<file path="src/rtl/mem_client_arbiter.sv">
// SDRAM client front end: arbitrates port A (fetch) and port B (data), inserts refresh.
// Optional ARB_ROUND_ROBIN_EN alternates A/B priority; default build is fixed B over A.
module mem_client_arbiter #(
    parameter int unsigned REFRESH_CYCLES = 780
) (
    input  logic        clk,
    input  logic        reset,
    input  logic        a_req,
    input  logic [22:0] a_addr,
    output logic        a_ack,
    output logic        a_valid,
    output logic [31:0] a_rdata,
    input  logic        b_req,
    input  logic        b_we,
    input  logic [22:0] b_addr,
    input  logic [31:0] b_wdata,
    input  logic [3:0]  b_mask,
    output logic        b_ack,
    output logic        b_valid,
    output logic [31:0] b_rdata,
    output logic        mc_read_a,
    output logic        mc_read_b,
    output logic        mc_write,
    output logic        mc_refresh,
    output logic [22:0] mc_addr,
    output logic [31:0] mc_din,
    output logic [3:0]  mc_mask,
    input  logic [31:0] mc_dout_a,
    input  logic [31:0] mc_dout_b,
    input  logic        mc_busy,
    input  logic        mc_initialized,
    output logic        refresh_late
);

    typedef enum logic [2:0] {
        IDLE, ISSUE, WAIT_BUSY, WAIT_DONE, RESP
    } state_e;

    typedef enum logic [1:0] {
        CMD_REF, CMD_A, CMD_BRD, CMD_BWR
    } cmd_e;

    localparam logic [15:0] RELOAD = 16'(REFRESH_CYCLES - 1);

    state_e      state_q, state_d;
    cmd_e        cmd_q, cmd_d;
    logic [15:0] timer_q, timer_d;
    logic        pend_q, pend_d;
    logic        late_q, late_d;
    logic        expire, can_go, want_ref, ref_clr, done;
    logic        grant_ref, grant_a, grant_b;

    logic        a_ack_q, a_ack_d, a_valid_q, a_valid_d;
    logic        b_ack_q, b_ack_d, b_valid_q, b_valid_d;
    logic [31:0] a_rdata_q, a_rdata_d, b_rdata_q, b_rdata_d;
    logic        rd_a_q, rd_a_d, rd_b_q, rd_b_d;
    logic        wr_q, wr_d, ref_q, ref_d;
    logic [22:0] addr_q, addr_d;
    logic [31:0] din_q, din_d;
    logic [3:0]  mask_q, mask_d;

`ifdef ARB_ROUND_ROBIN_EN
    logic        prio_a_q, prio_a_d;
`endif

    // Refresh timer and pending/late bookkeeping
    always_comb begin
        expire  = mc_initialized && (timer_q == 16'd0);
        timer_d = timer_q - 16'd1;
        if (!mc_initialized || timer_q == 16'd0) begin
            timer_d = RELOAD;
        end
        ref_clr = (state_q == ISSUE) && (cmd_q == CMD_REF);
        pend_d  = pend_q;
        if (ref_clr) begin
            pend_d = 1'b0;
        end
        if (expire) begin
            pend_d = 1'b1;
        end
        late_d = late_q | (expire & pend_q & ~ref_clr);
    end

    // A same-cycle expiry counts as pending so refresh beats a client
    always_comb begin
        can_go    = (state_q == IDLE) && mc_initialized && !mc_busy;
        want_ref  = pend_q | expire;
        grant_ref = can_go & want_ref;
`ifdef ARB_ROUND_ROBIN_EN
        grant_b   = can_go & ~want_ref & b_req & (~a_req | ~prio_a_q);
        grant_a   = can_go & ~want_ref & a_req & ~grant_b;
        prio_a_d  = prio_a_q;
        if (grant_a) begin
            prio_a_d = 1'b0;
        end
        if (grant_b) begin
            prio_a_d = 1'b1;
        end
`else
        grant_b   = can_go & ~want_ref & b_req;
        grant_a   = can_go & ~want_ref & a_req & ~b_req;
`endif
    end

    always_ff @(posedge clk) begin
        if (reset) begin
            state_q   <= IDLE;
            cmd_q     <= CMD_REF;
            timer_q   <= RELOAD;
            pend_q    <= 1'b0;
            late_q    <= 1'b0;
            a_ack_q   <= 1'b0;
            a_valid_q <= 1'b0;
            a_rdata_q <= '0;
            b_ack_q   <= 1'b0;
            b_valid_q <= 1'b0;
            b_rdata_q <= '0;
            rd_a_q    <= 1'b0;
            rd_b_q    <= 1'b0;
            wr_q      <= 1'b0;
            ref_q     <= 1'b0;
            addr_q    <= '0;
            din_q     <= '0;
            mask_q    <= '0;
`ifdef ARB_ROUND_ROBIN_EN
            prio_a_q  <= 1'b1;
`endif
        end else begin
            state_q   <= state_d;
            cmd_q     <= cmd_d;
            timer_q   <= timer_d;
            pend_q    <= pend_d;
            late_q    <= late_d;
            a_ack_q   <= a_ack_d;
            a_valid_q <= a_valid_d;
            a_rdata_q <= a_rdata_d;
            b_ack_q   <= b_ack_d;
            b_valid_q <= b_valid_d;
            b_rdata_q <= b_rdata_d;
            rd_a_q    <= rd_a_d;
            rd_b_q    <= rd_b_d;
            wr_q      <= wr_d;
            ref_q     <= ref_d;
            addr_q    <= addr_d;
            din_q     <= din_d;
            mask_q    <= mask_d;
`ifdef ARB_ROUND_ROBIN_EN
            prio_a_q  <= prio_a_d;
`endif
        end
    end

    always_comb begin
        state_d = state_q;
        unique case (state_q)
            IDLE:      if (grant_ref | grant_a | grant_b) state_d = ISSUE;
            ISSUE:     state_d = WAIT_BUSY;
            WAIT_BUSY: if (mc_busy) state_d = WAIT_DONE;
            WAIT_DONE: if (!mc_busy) state_d = RESP;
            RESP:      state_d = IDLE;
            default:   state_d = IDLE;
        endcase
    end

    // Strobes, acks and valids are computed one cycle early and registered
    always_comb begin
        cmd_d   = cmd_q;
        addr_d  = addr_q;
        din_d   = din_q;
        mask_d  = mask_q;
        rd_a_d  = grant_a;
        rd_b_d  = grant_b & ~b_we;
        wr_d    = grant_b & b_we;
        ref_d   = grant_ref;
        a_ack_d = grant_a;
        b_ack_d = grant_b;
        unique case (1'b1)
            grant_ref: begin
                cmd_d  = CMD_REF;
                addr_d = '0;
                din_d  = '0;
                mask_d = '0;
            end
            grant_a: begin
                cmd_d  = CMD_A;
                addr_d = a_addr;
                din_d  = '0;
                mask_d = '0;
            end
            grant_b: begin
                cmd_d  = b_we ? CMD_BWR : CMD_BRD;
                addr_d = b_addr;
                din_d  = b_wdata;
                mask_d = b_mask;
            end
            default: ;
        endcase
        done      = (state_q == WAIT_DONE) && !mc_busy;
        a_valid_d = done && (cmd_q == CMD_A);
        b_valid_d = done && (cmd_q == CMD_BRD || cmd_q == CMD_BWR);
        a_rdata_d = a_rdata_q;
        b_rdata_d = b_rdata_q;
        if (a_valid_d) begin
            a_rdata_d = mc_dout_a;
        end
        if (done && cmd_q == CMD_BRD) begin
            b_rdata_d = mc_dout_b;
        end
    end

    assign a_ack        = a_ack_q;
    assign a_valid      = a_valid_q;
    assign a_rdata      = a_rdata_q;
    assign b_ack        = b_ack_q;
    assign b_valid      = b_valid_q;
    assign b_rdata      = b_rdata_q;
    assign mc_read_a    = rd_a_q;
    assign mc_read_b    = rd_b_q;
    assign mc_write     = wr_q;
    assign mc_refresh   = ref_q;
    assign mc_addr      = addr_q;
    assign mc_din       = din_q;
    assign mc_mask      = mask_q;
    assign refresh_late = late_q;

endmodule

</file>
<file path="config.mk">
export PLATFORM = sky130hd
export DESIGN_NAME = mem_client_arbiter
export DESIGN_NICKNAME = d
export VERILOG_FILES = /design/src/rtl/mem_client_arbiter.sv
export SDC_FILE = /design/constraint.sdc
export NUM_CORES = 1
export LEC_CHECK = 0
export ABC_AREA = 1
export BUFFER_PORTS_ARGS = -buffer_cell sky130_fd_sc_hd__buf_2
export CAP_MARGIN = 20
export CORE_MARGIN = 2
export CORE_UTILIZATION = 46
export DETAILED_ROUTE_END_ITERATION = 6
export PLACE_DENSITY = 0.89
export RECOVER_POWER = 50
export SYNTH_ARGS = -nofsm -noshare
export SYNTH_HDL_FRONTEND = slang
export SYNTH_SLANG_ARGS = --single-unit
</file>
<file path="constraint.sdc">
create_clock -name clk -period 2.2 [get_ports clk]
set_input_delay 0.44 -clock clk [delete_from_list [all_inputs] [get_ports clk]]
set_output_delay 0.44 -clock clk [all_outputs]
set_load 0.02 [all_outputs]
</file>
# --- Word level (Yosys, flattened, before mapping) ---
# Cells that the tools add are included.
totals:
  register_bits: 153
  inputBits: 153
  output_inout_bits: 132
  word_cells: 76
classes:
  add_sub_neg: 1
  n_eq_ne: 9
  n_mux: 11
  bitwise_logic: 17
  n_reduce_logical: 21
ops:
  columns: ["cell", "count"]
  rows:
  - ["$pmux W23 S3", 1]
  - ["$pmux W32 S2", 1]
  - ["$logic_not A16 Y1", 1]
  - ["$sub A16 B1 Y16 const B", 1]
  - ["$pmux W3 S4", 1]
  - ["$and A1 B1 Y1", 9]
  - ["$mux W3", 3]
  - ["$logic_and A1 B1 Y1", 8]
  - ["$pmux W4 S2", 1]
  - ["$eq A3 B2 Y1 const B", 2]
  - ["$pmux W2 S3", 1]
  - ["$eq A2 B2 Y1 const B", 2]
  - ["$ne A2 B2 Y1 const B", 2]
  - ["$not A1 Y1", 4]
  - ["$or A1 B1 Y1", 4]
  - ["$reduce_bool A2 Y1", 2]
  - ["$reduce_or A2 Y1", 2]
  - ["$eq A3 B1 Y1 const B", 1]
  - ["$logic_not A3 Y1", 1]
  - ["$mux W1", 3]
  - ["$reduce_and A3 Y1", 1]
  - ["$reduce_bool A3 Y1", 1]
  - ["$eq A2 B1 Y1 const B", 1]
  - ["$logic_not A1 Y1", 2]
  - ["3 further kinds", 4]

# --- Depth between registers and ports, before layout ---
# Gate-level depths: netlist (run 1).
depth:
  ltp_word: 11
  ltp_mapped: 12
  depth_no_buf: 11

# --- Worst setup path before layout (run 1) ---
# OpenSTA, ideal clock, no wires.
synth_timing:
  path_kind: "reg-to-reg"
  startpoint: "register timer_q[0]"
  endpoint: "register cmd_q[0]"
  setup_time_ns: 0.133
  t_arrival_ns: 1.401
  t_required_ns: 2.067
  path_slack_ns: 0.667
  stages_incl_launch_ff: 11
  path_buffers: 1
  synth_period_minus_slack_ns: 1.533
  cell_sequence: "dfxtp_1 inv_1 ha_1 nand2_1 nor2_2 nand3_4 nand2_2 o21bai_4 buf_2 nand3_1 o221ai_1"
synth_between:
  elab_chain_cells: 8
  elab_cells_between_ends: 11
  cone_classes: "1 x mux; 7 x bitwise; 3 x reduce/logical"
synth_rtl:
  columns: ["element", "line_no", "source"]
  rows:
  - ["start: declaration", "47", "logic [15:0] timer_q, timer_d;"]
  - ["start signal: assignment", "131", "timer_q <= timer_d;"]
  - ["$logic_not A16 Y1 (*)", "68", "expire = mc_initialized && (timer_q == 16'd0);"]
  - ["$logic_and A1 B1 Y1 (*)", "68", null]
  - ["$or A1 B1 Y1 (*)", "87", "want_ref = pend_q | expire;"]
  - ["$not A1 Y1", "100, 101", null]
  - ["$and A1 B1 Y1", "100, 101", null]
  - ["$and A1 B1 Y1 (2 in series)", "101", "grant_a = can_go & ~want_ref & a_req & ~b_req;"]
  - ["$pmux W2 S3 or $reduce_bool A3 Y1 (tied branches)", null, null]
  - ["end signal: assignment", "130", "cmd_q <= cmd_d;"]
  - ["end: declaration", "46", "cmd_e cmd_q, cmd_d;"]
# Mark *: on every way between the ends. The rest lies on a longest branch, timed or not.
# A chain may end at the register's enable or synchronous reset.

# --- Final worst setup path (run 1) ---
layout_timing:
  startpoint: "register timer_q[0]"
  endpoint: "register addr_q[1] (netlist: mc_addr[1])"
layout_between:
  elab_chain_cells: 8
  elab_cells_between_ends: 11
  cone_classes: "1 x mux; 7 x bitwise; 3 x reduce/logical"
layout_rtl:
  columns: ["element", "line_no", "source"]
  rows:
  - ["$logic_not A16 Y1 (*)", "68", null]
  - ["$logic_and A1 B1 Y1 (*)", "68", null]
  - ["$or A1 B1 Y1 (*)", "87", null]
  - ["$not A1 Y1", "100, 101", null]
  - ["$and A1 B1 Y1", "100, 101", null]
  - ["$and A1 B1 Y1 (2 in series)", "101", null]
  - ["$pmux W23 S3 or $reduce_bool A3 Y1 (tied branches)", null, null]
  - ["end signal: assignment", "144", "addr_q <= addr_d;"]
  - ["end: declaration", "58", "logic [22:0] addr_q, addr_d;"]
# Marks and branches as above.

==> metrics.md, run 1 <==
| Metric | Value |
|---|---|
| Avg Inst Size Synth | 8.147 µm² |
| Clk_skew | 14.45 ps |
| Gate power share | under 10% |
| GRT Residual Overflow | 0 |
| Tcrit/Tclk final | between 80 and 90% |
| Cell Pwr Density | roughly 790 nW/µm² |
| Switching share of power | 23.20% |
| Clock root buffer | clkbuf_16 |
| Gpl congestion | roughly 0.83 |
| Final Hold Viols | 0 |
| Worst rel slew slack | 67.87% |
| Largest net degree at the start of global routing | 72 |
| Power share of the clock group | a little under half |
| Die Span Y | 116.9 µm |
| Num CTS Buffers | 17 |
| Hold WC Path Type | in -> reg |
| Yosys top cell area share | 52.22% |
| Count leader, synth | dfxtp_1 |
| CTS H-tree depth | 4 |
| Total Nets Final | 1,149 |
| # resized after CTS | 0 |
| Vias in the first global route | approximately 5,100 |
| Setup Viol. Count Final | 0 |
| Status | finished, final reports clean |
| TritonCTS clock tree | done |
| P_sw | 1.429 mW |
| Sequential share of the synthesized area | 52.22% |
| Remaining DRCs | 0 |
| Flops & latches, synth | 153 |
| Reg clk slew, reported paths | 60 ps |
| Actual slew at the worst max-slew pin | approximately 480 ps |
| Synth cell types | 42 |
| Worst hold slack | 190.8 ps |
| Cells after Synth | 720 |
| Total track usage | 21.91% |
| Internal Power | 4.731 mW |
| Worst EP arrival | 2310 ps |
| Area Growth Syn to Fin | 33.45% |
| Starting Density | 46.86% |
| Post-DP HPWL | 11,530 µm |
| Detailed Route WL | between 15,000 and 20,000 µm |
| Clk sinks | approximately 150 |
| RSZ-0062 raised after global routing | false |
| Postcts setup bufs | 0 |
| Row count | 41 |
| IO Pins | around 290 |
| Via count | 5,703 |
| Top post-synthesis cells by area | dfxtp_1 52%, nand2_1 9.0%, a21oi_1 6.2% |
| Fin Setup TNS | 0 ps |
| Worst setup EP type | flop |
| Place WS | 278.8 ps |
| Synth top cells by count | 153 x dfxtp_1, 141 x nand2_1, 84 x inv_1 |
| Slew Viols, Final | 0 |
| Hold Buf Count CTS | 0 |
| Via density | 4.837 |
| Final worst setup slack | 223.6 ps |
| Number of synthesized flops with an enable pin | 0 |
| Global-route wire length before repair | 23,390 µm |
| Router iterations before antenna repair | 4 |
| Synth area leader | dfxtp_1 |
| CP startpoint kind | flop |
| Starting DRT DRC Count | 287 |
| CP Data Required Time | 2540 ps |
| Routed Antenna Nets | 0 |
| Asr flop ratio synth | 0% |
| Post-synthesis cell area | 5866 µm² |
| IO buf count | 284 |
| Worst setup path class | reg -> reg |
| Finished Cell Area | 7828 µm² |
| Period minus WS final | 1976 ps |
| Critical path peak fanout | 15 |
| Clock Tree Buf Depth | 2 |
| Antenna Cells | 0 |
| Clock latency at the later pin of the worst-skew pair | ~420 ps |
| Peak supply drop | 0.5638 mV |
| Initial antenna violation count | 0 |
| Cell Area, Placed | ~7400 µm² |
| Sequential Power Share | 46.4% |
| Routed len/inst | 13.31 µm |
| Fmax | ~500 MHz |
| Net Count, Synth | 875 |
| Max_cap viols | 0 |
| Die ar. | ~14,000 µm² |
| Ys flop type | dfxtp_1 |
| Yosys warning total | 0 |
| Die W | 116.9 µm |
| Share of cells above drive strength 1 | 23.34% |
| Leakage power | ~3.1 nW |
| Area of the core | approximately 13,000 µm² |
## power by group through the flow
stage | Clock, mW | Sequential (mW) | Combinational, mW
3_3_place_gp | 0 | 2.92 | 0.478
5_1_grt | 3.01 | 2.86 | 0.517
4_1_cts | 2.87 | 2.86 | 0.489
3_5_place_dp | 0 | 2.92 | 0.486
2_1_floorplan | 0 | 2.97 | 0.198
6_report | 2.83 | 2.86 | 0.472
## cell type report
type	count	area, µm²
Clock buffer	19	452.9
Clock inverter	13	127.6
Fill cell	1182	4690
Inverter	87	330.3
Multi-Input combinational cell	437	2240
Sequential cell	153	3063
Tap cell	172	215.2
Timing Repair Buffer	298	1399
## final timing paths
kind	endpoint	startpoint	cells past startpoint	slack [ps]
min reg2reg	timer_q[0]	timer_q[0]	1	390
max	mc_addr[1]	timer_q[0]	10	220
min	mc_read_b	b_we	2	190
max reg2reg	mc_addr[1]	timer_q[0]	10	220
## registers in the layout, summed over array words and instances, names as in the netlist, 2 cells and up
register  cells
a_rdata      32
b_rdata      32
cmd_q         2
mc_addr      23
mc_din       32
mc_mask       4
state_q       3
timer_q      16
## layer usage
| layer | GRT usage (%) | up-vias | part of all wire, % | wire length (µm) |
|---|---|---|---|---|
| met5 | 0 | - | 0 | 0 |
| met2 | 36.38 | 231 | 49 | 7701 |
| met3 | 7.106 | 31 | 7.8 | 1220 |
| li1 | - | 2901 | - | - |
| met4 | 10.82 | 0 | 2.1 | 328 |
| met1 | 25.52 | 2540 | 41 | 6447 |
## logic make-up after synthesis
logic type	count (synthesis)	share of synthesized area, %
DFF	153	52.22
xor gates and xnor gates	5	0.7467
and+or+nand+nor	232	18.02
buffers and inverters	130	9.471
AOI/OAI and AO/OA	198	19.11
adders and majority gates	2	0.4266
## critical path: stages (launching register included)
cell      delay (ps)
dfxtp_1          320
inv_1             80
ha_1             200
nand2_1           60
nor2_1            70
nand3_4          110
nand2_1          110
o21bai_4         340
buf_4            290
nand3_1          120
a31oi_1          200
## placed cells by master (no fill, tap or decap), types with 8 or more instances in the layout
cell type / count
buf_2: 152
nand4_1: 10
nor2_1: 31
inv_1: 83
o21ai_2: 20
clkbuf_1: 132
o21ai_1: 10
nand3_1: 32
a21oi_1: 73
clkinv_2: 8
a31oi_1: 14
o21ai_0: 72
nand2_1: 142
clkbuf_16: 17
buf_4: 11
dfxtp_1: 153
## per-stage QoR
stage / cells / utilization (%) / total power, mW
after floorplan: 720 / - / 3.173
after global placement: 1147 / 59.36 / 3.394
after detailed placement: 1147 / 59.36 / 3.402
after CTS: 1179 / 63.99 / 6.216
after global routing: 1179 / 62.54 / 6.386
final: 1179 / 62.54 / 6.159
Power figures use the tool's default switching activity.
==> run 2: changes to the inputs <==
--- a/constraint.sdc
+++ b/constraint.sdc
@@ -3,2 +3,2 @@
 set_output_delay 0.44 -clock clk [all_outputs]
-set_load 0.02 [all_outputs]
+set_load 0.005 [all_outputs]
==> run 2 against run 1 <==
  * Combinational power shrank 11%
  * Final cell count unchanged
  * First-iteration DRC count is 8.0% lower
  * Via count fell by 0.35%
  * Flip-flop and latch count stayed put
  * Design area grew 0.50%
  * Clock skew down 1.2 ps
  * Critical path type unchanged
  * Highest routed layer unchanged
==> metrics.md, run 2 (synthesis gave the netlist of run 1 again) <==
| Metric | Value |
|---|---|
| Routed Antenna Nets | 0 |
| Fillers | 1,159 |
| Crit path largest cell delay | 340 ps |
| Worst setup path class | reg -> reg |
| Gpl congestion | 0.8299 |
| TritonCTS clock tree | done |
| Reg clk slew, reported paths | about 60 ps |
| Die Span Y | 116.9 µm |
| IO buf count | 284 |
| CP Data Required Time | between 2000 and 3000 ps |
| Clock root buffer | clkbuf_16 |
| Leakage power | approximately 3.2 nW |
| Peak supply drop | 0.5572 mV |
| Via count | 5,683 |
| Num CTS Buffers | 17 |
| Starting DRT DRC Count | 264 |
| Clock latency at the later pin of the worst-skew pair | 420 ps |
| Postcts setup bufs | 0 |
| Reg-to-reg setup timing slack | 230 ps |
| Total track usage | 21.91% |
| CP startpoint kind | flop |
| Total Nets Final | 1,149 |
| Clock Tree Buf Depth | 2 |
| Global-route wire length before repair | 23,390 µm |
| Worst EP arrival | 2310 ps |
| Cell Pwr Density | 777.3 nW/µm² |
| Fin Setup TNS | 0 ps |
| Actual slew at the worst max-slew pin | 489.1 ps |
| Setup Viol. Count Final | 0 |
| Worst rel slew slack | between 60% and 70% |
| Tcrit/Tclk final | 89.55% |
| CP dominant cell by count | nand2_1 |
| Critical path peak fanout | 15 |
| RSZ-0062 raised after global routing | false |
| Hold WC Path Type | in -> reg |
| Vias in the first global route | 5,088 |
| Antenna Cells | 0 |
| Starting Density | 46.86% |
| Die W | 116.9 µm |
| Crit path buf inv count | 2 |
| Area Growth Syn to Fin | 34.11% |
| Final Hold Viols | 0 |
| Router iterations before antenna repair | 6 |
| Most frequent cells in the layout | 183 x buf_2, 153 x dfxtp_1, 142 x nand2_1 |
| Routed len/inst | around 13 µm |
| Clk sinks | 153 |
| # resized after CTS | 0 |
| Total power | 6.114 mW |
| Period minus WS final | 1970 ps |
| Post-DP HPWL | between 10,000 and 15,000 µm |
| Fmax | 507.6 MHz |
| Worst setup EP type | flop |
| Crit-path slowest cell | o21bai_4 |
| Hold Buf Count CTS | 0 |
| Crit-path cells | inv_1, ha_1, nand2_1, nor2_1, nand3_4, nand2_1, o21bai_4, buf_4, nand3_1, a31oi_1 |
| Die ar. | 13,670 µm² |
| Leading cell type in the layout, fill and taps excluded | buf_2 |
| CP delay by family, top | compound AO/OA/AOI/OAI gates |
| Area of the core | 12,520 µm² |
| Via density | 4.820 |
| Detailed Route WL | 15,730 µm |
| Share of cells above drive strength 1 | between 20% and 30% |
| Slew Viols, Final | 0 |
| GRT Residual Overflow | 0 |
| Max_cap viols | 0 |
| CTS H-tree depth | 4 |
| Status | finished, final reports clean |
| Row count | 41 |
| IO Pins | roughly 290 |
| Initial antenna violation count | 0 |
| Remaining DRCs | 0 |
| Clk_skew | 13.23 ps |
| Largest net degree at the start of global routing | 72 |
-- run 2: cell types whose count changed in the layout (fill, tap and decap cells not counted), sizes merged --
cell / change
buf: +31
clkbuf: -31
-- run 2: report_power, final --
group          switching, mW  internal (mW)  leakage, nW
Combinational          0.230          0.192         1.72
Sequential            0.0317           2.83         1.24
Clock                   1.12           1.72        0.288
-- run 2: layout make-up --
type                       instances  area, µm²  area share [%]
multi-input combinational        437       2240           28.47
tap                              172      215.2           2.736
timing repair buffer             298       1438           18.28
clock buffer                      19      452.9           5.758
inverter                          87      330.3           4.199
sequential                       153       3063           38.94
clock inverter                    13      127.6           1.622
-- run 2: final timing paths --
kind / start / endpoint / cells past startpoint
hold reg to reg: timer_q[0] / timer_q[0] / 1
setup / recovery: timer_q[0] / mc_addr[1] / 10
hold / removal: b_we / mc_read_b / 2
setup reg to reg: timer_q[0] / mc_addr[1] / 10
-- run 2: through the flow --
stage / worst slack (ps) / std cells / util (%) / hold WS [ps] / instance area [µm²]
2_1_floorplan: 666.6 / 720 / - / 365.8 / 5866
3_3_place_gp: 349.9 / 1147 / 59.36 / 375.8 / 7430
3_5_place_dp: 278.8 / 1147 / 59.36 / 379.3 / 7430
4_1_cts: 250.3 / 1179 / 63.99 / 181.6 / 8010
5_1_grt: 56.63 / 1179 / 62.84 / 193.0 / 7866
6_report: 230.0 / 1179 / 62.84 / 189.4 / 7866
-- run 2: worst register-to-register path, stage by stage (launching register included) --
cell and delay [ps]:
dfxtp_1 320, inv_1 80, ha_1 200, nand2_1 60
nor2_1 70, nand3_4 110, nand2_1 110, o21bai_4 340
buf_4 290, nand3_1 120, a31oi_1 190
-- run 2: layer usage --
layer  vias to the layer above  track usage, %  wire length [µm]
met5                         -               0                 0
met4                         0           10.82               381
met3                        34           7.106              1262
met2                       238           36.38              7626
met1                      2510           25.52              6458
li1                       2901               -                 -
==> run 3: changes to the inputs <==
Clock period 2.2 ns to 2.1 ns, I/O delays scaled along.
==> run 3 against run 2 <==
  * Die area stayed put
  * Routed wire length is 1.1% lower
  * Design area is 0.65% higher
  * Non-clock buffer count is 3 lower
  * Core utilization is 0.41 points higher
  * Maximum frequency is 6.6% higher
  * Critical endpoint is now mc_din[19]
  * Largest cell class unchanged
==> metrics.md, run 3 (synthesis gave the netlist of run 1 again) <==
| Metric | Value |
|---|---|
| Status | finished, final reports clean |
| Slew Viols, Final | 0 |
| Die Span Y | 116.9 µm |
| Router iterations before antenna repair | 4 |
| Most frequent cells in the layout | 189 x buf_2, 153 x dfxtp_1, 142 x nand2_1 |
| Clock Tree Buf Depth | 2 |
| Setup Viol. Count Final | 0 |
| Die W | 116.9 µm |
| Hold WC Path Type | in -> reg |
| Total track usage | a little over a fifth |
| Initial antenna violation count | 0 |
| Via density | 4.884 |
| Worst EP arrival | 2150 ps |
| Row count | 41 |
| CP startpoint kind | flop |
| Final Hold Viols | 0 |
| IO Pins | 285 |
| Remaining DRCs | 0 |
| Clock latency at the later pin of the worst-skew pair | 410 ps |
| Peak supply drop | 0.4362 mV |
| Worst rel slew slack | 62.44% |
| Worst R2R End | mc_din[19] |
| Reg clk slew, reported paths | ~60 ps |
| Fmax | 541.3 MHz |
| Die ar. | 13,670 µm² |
| Routed len/inst | around 13 µm |
| Fillers | about 1,100 |
| Hold Buf Count CTS | 0 |
| Crit path launch | timer_q[0] |
| Max_cap viols | 0 |
| Worst setup path class | reg -> reg |
| Period minus WS final | 1847 ps |
| Starting DRT DRC Count | 390 |
| Clock root buffer | clkbuf_16 |
| Layout Utilization | between 60% and 70% |
| Leading cell type in the layout, fill and taps excluded | buf_2 |
| Num CTS Buffers | 17 |
| Post-DP HPWL | about 11,000 µm |
| Critical path peak fanout | 23 |
| CP Data Required Time | 2400 ps |
| Area of the core | approximately 13,000 µm² |
| Vias in the first global route | 5,171 |
| Worst setup EP type | flop |
| TritonCTS clock tree | done |
| Clk_skew | 8.015 ps |
| Via count | 5,744 |
| GRT Residual Overflow | 0 |
| Starting Density | 46.86% |
| Reg-to-reg setup timing slack | 250 ps |
| RSZ-0062 raised after global routing | false |
| CTS H-tree depth | 4 |
| Share of cells above drive strength 1 | between 20% and 30% |
| # resized after CTS | 0 |
| Total Nets Final | 1,146 |
| Fin Setup TNS | 0 ps |
| Postcts setup bufs | 0 |
| Cell Pwr Density | 848.5 nW/µm² |
| Gpl congestion | 0.8428 |
| Area Growth Syn to Fin | 34.98% |
| Worst Setup EP | mc_din[19] |
| IO buf count | 284 |
| Clk sinks | 153 |
| Worst R2R Path Depth | 10 |
| Tcrit/Tclk final | about 90% |
| Global-route wire length before repair | roughly 23,000 µm |
| FF-to-FF Start | timer_q[0] |
| Largest net degree at the start of global routing | 75 |
| Leakage power | between 3 and 4 nW |
| Routed Antenna Nets | 0 |
| Detailed Route WL | roughly 16,000 µm |
| Actual slew at the worst max-slew pin | 563.4 ps |
| Antenna Cells | 0 |
[run 3: cell types whose count changed in the layout (fill, tap and decap cells not counted), moves of 2 or more]
cell / delta
clkbuf_1: -5
buf_4: -2
clkinv_2: -5
clkbuf_8: +2
bufinv_16: +2
buf_2: +6
[run 3: how the worst min path moves through the flow]
stage,cells after the start,start,to
floorplan,1,timer_q[0],timer_q[0]
global placement,1,timer_q[0],timer_q[0]
global route,2,b_we,mc_read_b
finish,2,b_we,mc_read_b
CTS,2,b_we,mc_read_b
detailed placement,1,timer_q[0],timer_q[0]
[run 3: where the power goes]
part / switching [mW] / internal, mW
Sequential: 0.0328 / 2.96
Clock: 1.16 / 2.12
Combinational: 0.240 / 0.205
[run 3: per-stage QoR]
step | cells | area [µm²] | power [mW] | setup slack (ps) | hold slack, ps
2_1_floorplan | 720 | 5866 | 3.266 | 566.6 | 365.8
3_3_place_gp | 1144 | 7395 | 3.500 | 388.9 | 376.9
3_5_place_dp | 1144 | 7395 | 3.507 | 313.7 | 393.7
4_1_cts | 1176 | 8041 | 6.793 | 280.9 | 158.1
5_1_grt | 1176 | 7918 | 6.959 | 80.46 | 170.7
6_report | 1176 | 7918 | 6.718 | 252.6 | 183.2
[run 3: layout make-up]
| class | instances | area (µm²) | area share [%] |
|---|---|---|---|
| multi-input cells | 437 | 2252 | 28.45 |
| well taps | 172 | 215.2 | 2.718 |
| clock inverters | 10 | 162.7 | 2.054 |
| repair buffers | 295 | 1410 | 17.81 |
| clock buffers | 22 | 484.2 | 6.116 |
| flip-flops and latches | 153 | 3063 | 38.69 |
| inverters | 87 | 330.3 | 4.172 |
[run 3: critical path: stages (launching register included)]
cell and delay (ps):
dfxtp_1 310, inv_1 110, ha_1 160, nand2_1 50, nor2_1 210, nand3_4 150, nand2_1 150, o21bai_4 90
nand2_4 190, buf_12 220, o21ai_1 90
[run 3: routing by layer]
| layer | global-route usage [%] | share of wire [%] |
|---|---|---|
| met5 | 0 | 0 |
| met4 | 8.706 | 1.6 |
| met3 | 7.827 | 9.1 |
| met2 | 37.15 | 49 |
| met1 | 24.57 | 40 |
